==> config.mk <==
export PLATFORM = sky130hd
export DESIGN_NAME = burst_packer
export DESIGN_NICKNAME = d
export VERILOG_FILES = /design/src/rtl/burst_packer.sv
export SDC_FILE = /design/constraint.sdc
export NUM_CORES = 1
export LEC_CHECK = 0
export BUFFER_PORTS_ARGS = -buffer_cell sky130_fd_sc_hd__buf_4
export CORE_ASPECT_RATIO = 2
export CORE_MARGIN = 2
export CORE_UTILIZATION = 64
export DETAILED_ROUTE_END_ITERATION = 8
export PLACE_DENSITY_LB_ADDON = 0.12
export SLEW_MARGIN = 0
export SYNTH_ARGS = -nofsm -noshare
export SYNTH_HDL_FRONTEND = slang
export SYNTH_SLANG_ARGS = --single-unit
export TNS_END_PERCENT = 30
==> constraint.sdc <==
create_clock -name clk -period 9.8 [get_ports clk]
set_clock_uncertainty 0.15 [all_clocks]
set_input_delay 0.49 -clock clk [delete_from_list [all_inputs] [get_ports clk]]
set_output_delay 0.49 -clock clk [all_outputs]
set_load 0.02 [all_outputs]
==> src/rtl/burst_packer.sv <==
// Packs a single-pixel AXI-Stream into PIXELS_PER_BURST-wide bursts, frame-aligned on SOF,
// with first/last-burst flags, row/column tracking and a mid-frame SOF error pulse.
module burst_packer #(
  parameter int PIXEL_BIT_WIDTH  = 10,
  parameter int PIXELS_PER_BURST = 10,
  parameter int USER_WIDTH       = 2,
  parameter int ROWS             = 20,
  parameter int COLS             = 20
) (
  input  logic                                      clk,
  input  logic                                      reset,
  input  logic                                      s_axis_tvalid,
  output logic                                      s_axis_tready,
  input  logic [PIXEL_BIT_WIDTH-1:0]                s_axis_tdata,
  input  logic [USER_WIDTH-1:0]                     s_axis_tuser,
  output logic                                      m_axis_tvalid,
  input  logic                                      m_axis_tready,
  output logic [PIXEL_BIT_WIDTH*PIXELS_PER_BURST-1:0] m_axis_tdata,
  output logic [USER_WIDTH-1:0]                     m_axis_tuser,
  output logic                                      m_axis_tlast,
  output logic [$clog2(COLS)-1:0]                   cnt_col,
  output logic [$clog2(ROWS)-1:0]                   cnt_row,
  output logic                                      sof_error
);

  localparam int BW    = PIXEL_BIT_WIDTH * PIXELS_PER_BURST;
  localparam int TOTAL = ROWS * COLS;
  localparam int LW    = (PIXELS_PER_BURST > 1) ? $clog2(PIXELS_PER_BURST) : 1;
  localparam int PW    = (TOTAL > 1) ? $clog2(TOTAL) : 1;
  localparam int CW    = $clog2(COLS);
  localparam int RW    = $clog2(ROWS);

  localparam logic [LW-1:0] LANE_LAST  = LW'(PIXELS_PER_BURST - 1);
  localparam logic [PW-1:0] PIX_LAST   = PW'(TOTAL - 1);
  localparam logic [PW-1:0] FIRST_DONE = PW'(PIXELS_PER_BURST - 1);
  localparam logic [CW-1:0] COL_LAST   = CW'(COLS - 1);

  typedef enum logic {WAIT_SOF, PACK} state_t;

  state_t               state_q, state_d;
  logic [LW-1:0]        lane_q, lane_d;
  logic [PW-1:0]        pix_q, pix_d;
  logic [CW-1:0]        col_q, col_d;
  logic [RW-1:0]        row_q, row_d;
  logic [BW-1:0]        asm_q, asm_d;
  logic                 mvalid_q, mvalid_d;
  logic [BW-1:0]        mdata_q, mdata_d;
  logic [USER_WIDTH-1:0] muser_q, muser_d;
  logic                 soferr_q, soferr_d;

  logic                 out_free, ready, sof, hs, take, complete, last_pix;
  logic [LW-1:0]        lane_idx;
  logic [PW-1:0]        pix_idx;
  logic [CW-1:0]        col_base;
  logic [RW-1:0]        row_base;
  logic [BW-1:0]        merged;

  logic unused_tuser;
  assign unused_tuser = ^s_axis_tuser[USER_WIDTH-1:1];

  // A SOF pixel always restarts lane and position at zero, whether it opens a frame or aborts one.
  always_comb begin
    out_free = !mvalid_q || m_axis_tready;
    sof      = s_axis_tuser[0];
    ready    = 1'b0;
    if (!reset) begin
      if (state_q == WAIT_SOF) ready = (PIXELS_PER_BURST > 1) || out_free;
      else                     ready = (lane_q != LANE_LAST) || out_free;
    end
    hs       = s_axis_tvalid && ready;
    take     = hs && (sof || state_q == PACK);
    lane_idx = sof ? '0 : lane_q;
    pix_idx  = sof ? '0 : pix_q;
    col_base = sof ? '0 : col_q;
    row_base = sof ? '0 : row_q;
    merged   = asm_q;
    merged[lane_idx*PIXEL_BIT_WIDTH +: PIXEL_BIT_WIDTH] = s_axis_tdata;
    complete = take && (lane_idx == LANE_LAST);
    last_pix = take && (pix_idx == PIX_LAST);
  end

  always_comb begin
    state_d  = state_q;
    lane_d   = lane_q;
    pix_d    = pix_q;
    col_d    = col_q;
    row_d    = row_q;
    asm_d    = asm_q;
    mvalid_d = mvalid_q;
    mdata_d  = mdata_q;
    muser_d  = muser_q;
    soferr_d = 1'b0;

    if (mvalid_q && m_axis_tready) mvalid_d = 1'b0;

    if (take) begin
      asm_d    = merged;
      lane_d   = complete ? '0 : lane_idx + 1'b1;
      soferr_d = sof && (state_q == PACK) && (pix_q != '0);
      if (last_pix) begin
        pix_d   = '0;
        col_d   = '0;
        row_d   = '0;
        state_d = WAIT_SOF;
      end else begin
        pix_d   = pix_idx + 1'b1;
        state_d = PACK;
        if (col_base == COL_LAST) begin
          col_d = '0;
          row_d = row_base + 1'b1;
        end else begin
          col_d = col_base + 1'b1;
          row_d = row_base;
        end
      end
      // Loading on the same edge as a drain gives back-to-back bursts.
      if (complete) begin
        mvalid_d   = 1'b1;
        mdata_d    = merged;
        muser_d    = '0;
        muser_d[0] = (pix_idx == FIRST_DONE);
        muser_d[1] = last_pix;
      end
    end
  end

  always_ff @(posedge clk) begin
    if (reset) begin
      state_q  <= WAIT_SOF;
      lane_q   <= '0;
      pix_q    <= '0;
      col_q    <= '0;
      row_q    <= '0;
      asm_q    <= '0;
      mvalid_q <= 1'b0;
      mdata_q  <= '0;
      muser_q  <= '0;
      soferr_q <= 1'b0;
    end else begin
      state_q  <= state_d;
      lane_q   <= lane_d;
      pix_q    <= pix_d;
      col_q    <= col_d;
      row_q    <= row_d;
      asm_q    <= asm_d;
      mvalid_q <= mvalid_d;
      mdata_q  <= mdata_d;
      muser_q  <= muser_d;
      soferr_q <= soferr_d;
    end
  end

  assign s_axis_tready = ready;
  assign m_axis_tvalid = mvalid_q;
  assign m_axis_tdata  = mdata_q;
  assign m_axis_tuser  = muser_q;
  assign m_axis_tlast  = muser_q[1];
  assign cnt_col       = col_q;
  assign cnt_row       = row_q;
  assign sof_error     = soferr_q;

endmodule

# Word level (Yosys, flattened, before mapping)
# Cells that the tools add are included.
# Widths: inputs -> output; s select.
op_classes:
  n_reduce_logical: 14
  add_sub_neg: 5
  n_shift: 2
  n_eq_ne: 5
  n_bitwise: 1
  muxes: 17
  multipliers: 1
op_table:
  columns: ["operator", "count"]
  rows:
  - ["$bwmux 100", 1]
  - ["$shift 10x34->100 const A", 1]
  - ["$shiftx 10x34->100", 1]
  - ["$neg 8->34", 1]
  - ["$mux 5", 6]
  - ["$mux 9", 2]
  - ["$add 5x1->5 const B", 2]
  - ["$add 9x1->9 const B", 1]
  - ["$eq 9x4->1 const B", 1]
  - ["$eq 9x9->1 const B", 1]
  - ["$reduce_bool 9->1", 1]
  - ["$mux 4", 2]
  - ["$logic_and 1x1->1", 7]
  - ["$mul 4x3->7 const B", 1]
  - ["$mux 1", 6]
  - ["$eq 5x5->1 const B", 1]
  - ["$add 4x1->4 const B", 1]
  - ["$eq 4x4->1 const B", 1]
  - ["$ne 4x4->1 const B", 1]
  - ["$logic_or 1x1->1", 3]
  - ["$reduce_and 2->1", 1]
  - ["$reduce_or 2->1", 1]
  - ["$logic_not 1->1", 1]
  - ["$not 1->1", 1]
word_totals:
  word_cells: 55
  ff_bits: 228
  output_inout_bits: 116
  input_bits: 16

# Logic depth before layout (Yosys ltp)
logic_depth:
  depth_word: 10
  ltp_mapped: 19

# Worst setup path before layout
# OpenSTA, ideal clock, no wires.
synth_timing:
  kind: "input port to flip-flop"
  start: "input port s_axis_tuser[0]"
  end: "register asm_q[96]"
  path_stages: 19
  n_path_buf: 6
  setup_slack_ns: 5.112
  arrival_ns: 4.410
  required_ns: 9.522
  cell_sequence: "buf_2 buf_1 clkbuf_1 nor2b_1 ha_1 ha_1 fa_1 buf_2 nor4b_1 and2_1 ha_1 or2_2 o221ai_1 buf_2 nand2_1 clkbuf_1 nor3_1 mux2i_1 nor2_1"
synth_via:
  elab_chain_len: 5
  elab_cells_between_ends: 8
  cone_classes: "add/sub: 1; mul: 1; shift: 2; mux: 2; reduce/logical: 2"
synth_lines:
  columns: ["item", "line_no", "text"]
  rows:
  - ["start: declaration", "15", "input logic [USER_WIDTH-1:0] s_axis_tuser,"]
  - ["$mux 4", "72", "lane_idx = sof ? '0 : lane_q;"]
  - ["$mul 4x3->7", "77", "merged[lane_idx*PIXEL_BIT_WIDTH +: PIXEL_BIT_WIDTH] = s_axis_tdata;"]
  - ["$neg 8->34", "77", null]
  - ["$shiftx 10x34->100 or $shift 10x34->100 (tied branches)", "77", null]
  - ["$bwmux 100", "77", null]
  - ["end signal: assignment", "145", "asm_q <= asm_d;"]
  - ["end: declaration", "45", "logic [BW-1:0] asm_q, asm_d;"]
# Several ways; a longest one is shown, not always the timed one.
# A chain may end at the register's enable or synchronous reset.

# Worst setup path in the final report
layout_timing:
  start: "register lane_q[0]"
  end: "register mdata_q[8], in the netlist m_axis_tdata[8]"
layout_via:
  elab_chain_len: 8
  elab_cells_between_ends: 15
  cone_classes: "add/sub: 1; mul: 1; eq/ne: 2; shift: 2; mux: 4; reduce/logical: 5"
layout_lines:
  columns: ["item", "line_no", "text"]
  rows:
  - ["start: declaration", "41", "logic [LW-1:0] lane_q, lane_d;"]
  - ["start signal: assignment", "141", "lane_q <= lane_d;"]
  - ["parallel branches: the longest is 8 deep, another holds $neg 8->34", null, null]
  - ["end signal: assignment", "147", "mdata_q <= mdata_d;"]
  - ["end: declaration", "47", "logic [BW-1:0] mdata_q, mdata_d;"]
# Several ways; the timed one is not identified.

==> results.py <==
metrics = {
    "power": {
        "p_int_w": 0.00156,
        "p_sw_w": 0.000480,
        "pwr-share-comb_pct": 7.7,
        "pwr-share-clk_pct": 46.6,
        "switching_share_pct": 23.5,
        "p_seq_share_pct": 45.7,
        "finalPower_w": 0.00204,
        "p_leak_nw": 4.82,
        "irDropWorstVdd_uv": 175,
        "powerDensity_nw_per_um2": 153,
    },
    "synth": {
        "synthDistinctLibCells": 75,
        "ys_top_cells_by_area": "dfxtp_1, mux2i_1, nor2_1",
        "yosys.area.top_type_share_pct": 39.3,
        "yosys_warnings": 0,
        "synthesis.nets": 1456,
        "ys_ff_latch": 228,
        "synthTopCellsByCount": "dfxtp_1, nor2_1, nand2_1",
        "synthMostInstantiatedCell": "dfxtp_1",
        "avgSynthCellArea_um2": 8.12,
        "ys_seq_area_share_pct": 39.3,
        "synth_ff_type": "dfxtp_1",
        "yosysTopAreaCell": "dfxtp_1",
        "synth_cells": 1428,
        "synth-edff-count": 0,
        "syn_area_um2": 11600,
        "synthArstFlopShare_pct": 0,
    },
    "global_routing": {
        "antenna_found_initial": 0,
        "grt_remaining_overflow": 0,
        "track_usage_pct": 35.9,
        "grt_pass1_vias": 10900,
        "grt_max_degree": 99,
        "grt_pass1_wl_um": 55800,
    },
    "timing": {
        "setup_viol": 0,
        "fmax_mhz": 183,
        "relSlewSlack_pct": 19.8,
        "rsz0062_at_grt": "false",
        "period_minus_slack_ns": 5.47,
        "fin_tns_setup_ns": 0,
        "finalMaxSlewViolations": 0,
        "hold_viol": 0,
        "tightest_slew_ns": 1.19,
        "fin_crit_sh_pct": 55.9,
    },
    "drt": {
        "wire_per_inst_um": 20.6,
        "drt-total-wl_um": 35400,
        "route.vias.total": 11300,
        "dr.pass1.iters": 7,
        "ant_nets": 0,
        "drc": 0,
        "drtIter0Drc": 900,
        "vias_per_cell": 6.57,
    },
    "clock_network": {
        "cts_tree": "done",
        "clkTransAtPathRegs_ns": 0.07,
        "cts_max_level": 1,
        "ctsRootBufferMaster": "clkbuf_16",
        "cts_made_buffers": 21,
        "cts_post_setup_buffers_inserted": 0,
        "clock_latency_ns": 0.51,
        "cts.sinks": 228,
        "post_cts_resized": 0,
        "cts_buffer_depth": 3,
        "ctsHoldBuffers": 0,
    },
    "die": {
        "die_h_um": 194,
        "dieWidth_um": 99.2,
        "dieArea_um2": 19300,
        "coreArea_um2": 17800,
        "rows": 69,
        "pin_count": 132,
        "start_util_pct": 65.2,
    },
    "final_layout": {
        "fin_nets": 1520,
        "num-fill-cells": 1419,
        "n_antenna_cell": 0,
        "area_growth_pct": 15.2,
        "final_layout_size_suffix_gt1_share_pct": 14.9,
        "multiInputGateArea_um2": 6580,
        "final-seq-area_um2": 4560,
    },
    "setup_path": {
        "cp_cell_sequence": "nor2b_1, buf_4, ha_1, ha_1, fa_1, nor4b_1, and2_1, ha_1, inv_1, and2_1, o2111ai_1, o22ai_1, and2_0, mux2i_1, o21ai_0",
        "crit_type": "reg -> reg",
        "rr_startpoint": "lane_q[0]$_SDFFE_PP0P_",
        "cp_top_family": "adder cells",
        "cpPeakStageDelay_ns": 0.58,
        "path_common_cell": "ha_1",
        "cp-start-kind": "flip-flop",
        "required_ns": 10.01,
        "path_max_fanout": 22,
        "path_buf_inv": 2,
        "worst-r2r-cell-count": 15,
        "cp.arrival_ns": 5.68,
        "rr_endpoint": "m_axis_tdata[8]$_SDFFE_PP0P_",
        "slowest_stage": "fa_1",
        "rrSetupSlack_ns": 4.33,
        "critPathCaptureType": "flip-flop",
    },
    "place": {
        "hpwl_um": 25000,
        "globalplace.congestion": 1.08,
        "port_buffers": 130,
    },
    "worst_hold_path": {
        "min_to": "state_q$_SDFFE_PP0P_",
        "hold_depth": 2,
        "hold_class": "in -> reg",
        "min_from": "s_axis_tvalid",
    },
    "run": {
        "drv_cap": 0,
    },
    "status": {
        "status": "finished clean",
    },
}
worst max path at each step:
| stage | from | to | slack, ns | depth (start not counted) |
|---|---|---|---|---|
| after floorplan | s_axis_tuser[0] | asm_q[96]$_SDFFE_PP0P_ | 5.11 | 19 |
| after global placement | s_axis_tuser[0] | m_axis_tdata[8]$_SDFFE_PP0P_ | 4.17 | 16 |
| after detailed placement | s_axis_tuser[0] | m_axis_tdata[8]$_SDFFE_PP0P_ | 4.12 | 16 |
| after CTS | lane_q[0]$_SDFFE_PP0P_ | m_axis_tdata[8]$_SDFFE_PP0P_ | 4.40 | 15 |
| after global routing | lane_q[0]$_SDFFE_PP0P_ | m_axis_tdata[8]$_SDFFE_PP0P_ | 3.93 | 15 |
| final | lane_q[0]$_SDFFE_PP0P_ | m_axis_tdata[8]$_SDFFE_PP0P_ | 4.33 | 15 |
sequential cells by signal, indices dropped and copies added (netlist names):
| name | flops |
|---|---|
| lane_q | 4 |
| m_axis_tdata | 100 |
| m_axis_tvalid | 1 |
| sof_error | 1 |
| cnt_row | 5 |
| m_axis_tuser | 2 |
| cnt_col | 5 |
| pix_q | 9 |
| state_q | 1 |
| asm_q | 100 |
per-layer routing:
layer / up-vias / part of all wire, % / track usage [%]
li1: 5328 / - / -
met1: 5371 / 34 / 36.8
met2: 444 / 53 / 65.7
met3: 154 / 5.6 / 4.96
met4: 0 / 7.2 / 23.7
met5: - / 0 / 0
metrics by stage:
step                      instances  hold WS, ns  util (%)  instance area, um^2  setup slack, ns
after CTS                      1720       0.0201      75.1                13400             4.40
after floorplan                1428        0.280         -                11600             5.11
final                          1720       0.0334      75.1                13400             4.33
after global placement         1682        0.291      70.6                12600             4.17
after detailed placement       1682        0.301      70.6                12600             4.12
after global routing           1720       0.0286      75.1                13400             3.93
power groups by stage:
stage	logic, W	clock network [W]	registers [W]
final	0.000157	0.000953	0.000934
after global routing	0.000167	0.000994	0.000934
after CTS	0.000152	0.000959	0.000934
after detailed placement	0.000151	0	0.000955
after global placement	0.000150	0	0.000955
after floorplan	0.000104	0	0.000955
cell usage in the layout, fill, tap and decap left out, types with 14 or more instances in the layout:
cell	count
dfxtp_1	228
nor2_1	191
buf_4	145
nand2_1	132
mux2i_1	97
o21ai_0	94
nand3_1	84
a21oi_1	69
nor3_1	48
a211oi_1	38
a311oi_1	27
o22ai_1	24
nand2b_1	21
clkbuf_16	21
nor2b_1	19
inv_1	15
nand4_1	14
cells by family (layout without fill, tap and decap cells):
family	Yosys count	after routing	share of synthesized area, %
AO/OA/AOI/OAI	372	372	21.4
XOR/XNOR	11	11	1.09
adder cells (fa/ha/maj)	12	12	1.36
buffers and inverters	121	200	4.12
flip-flops	228	228	39.3
multiplexers	106	106	9.24
AND/OR/NAND/NOR	578	578	23.4
layout make-up:
class	count	area share [%]
Multi-Input combinational cell	1079	49.2
Timing Repair Buffer	145	8.15
Clock buffer	27	4.18
Inverter	17	0.478
Sequential cell	228	34.2
Tap cell	213	1.99
Clock inverter	11	1.81
(Power assumes the default switching activity.)
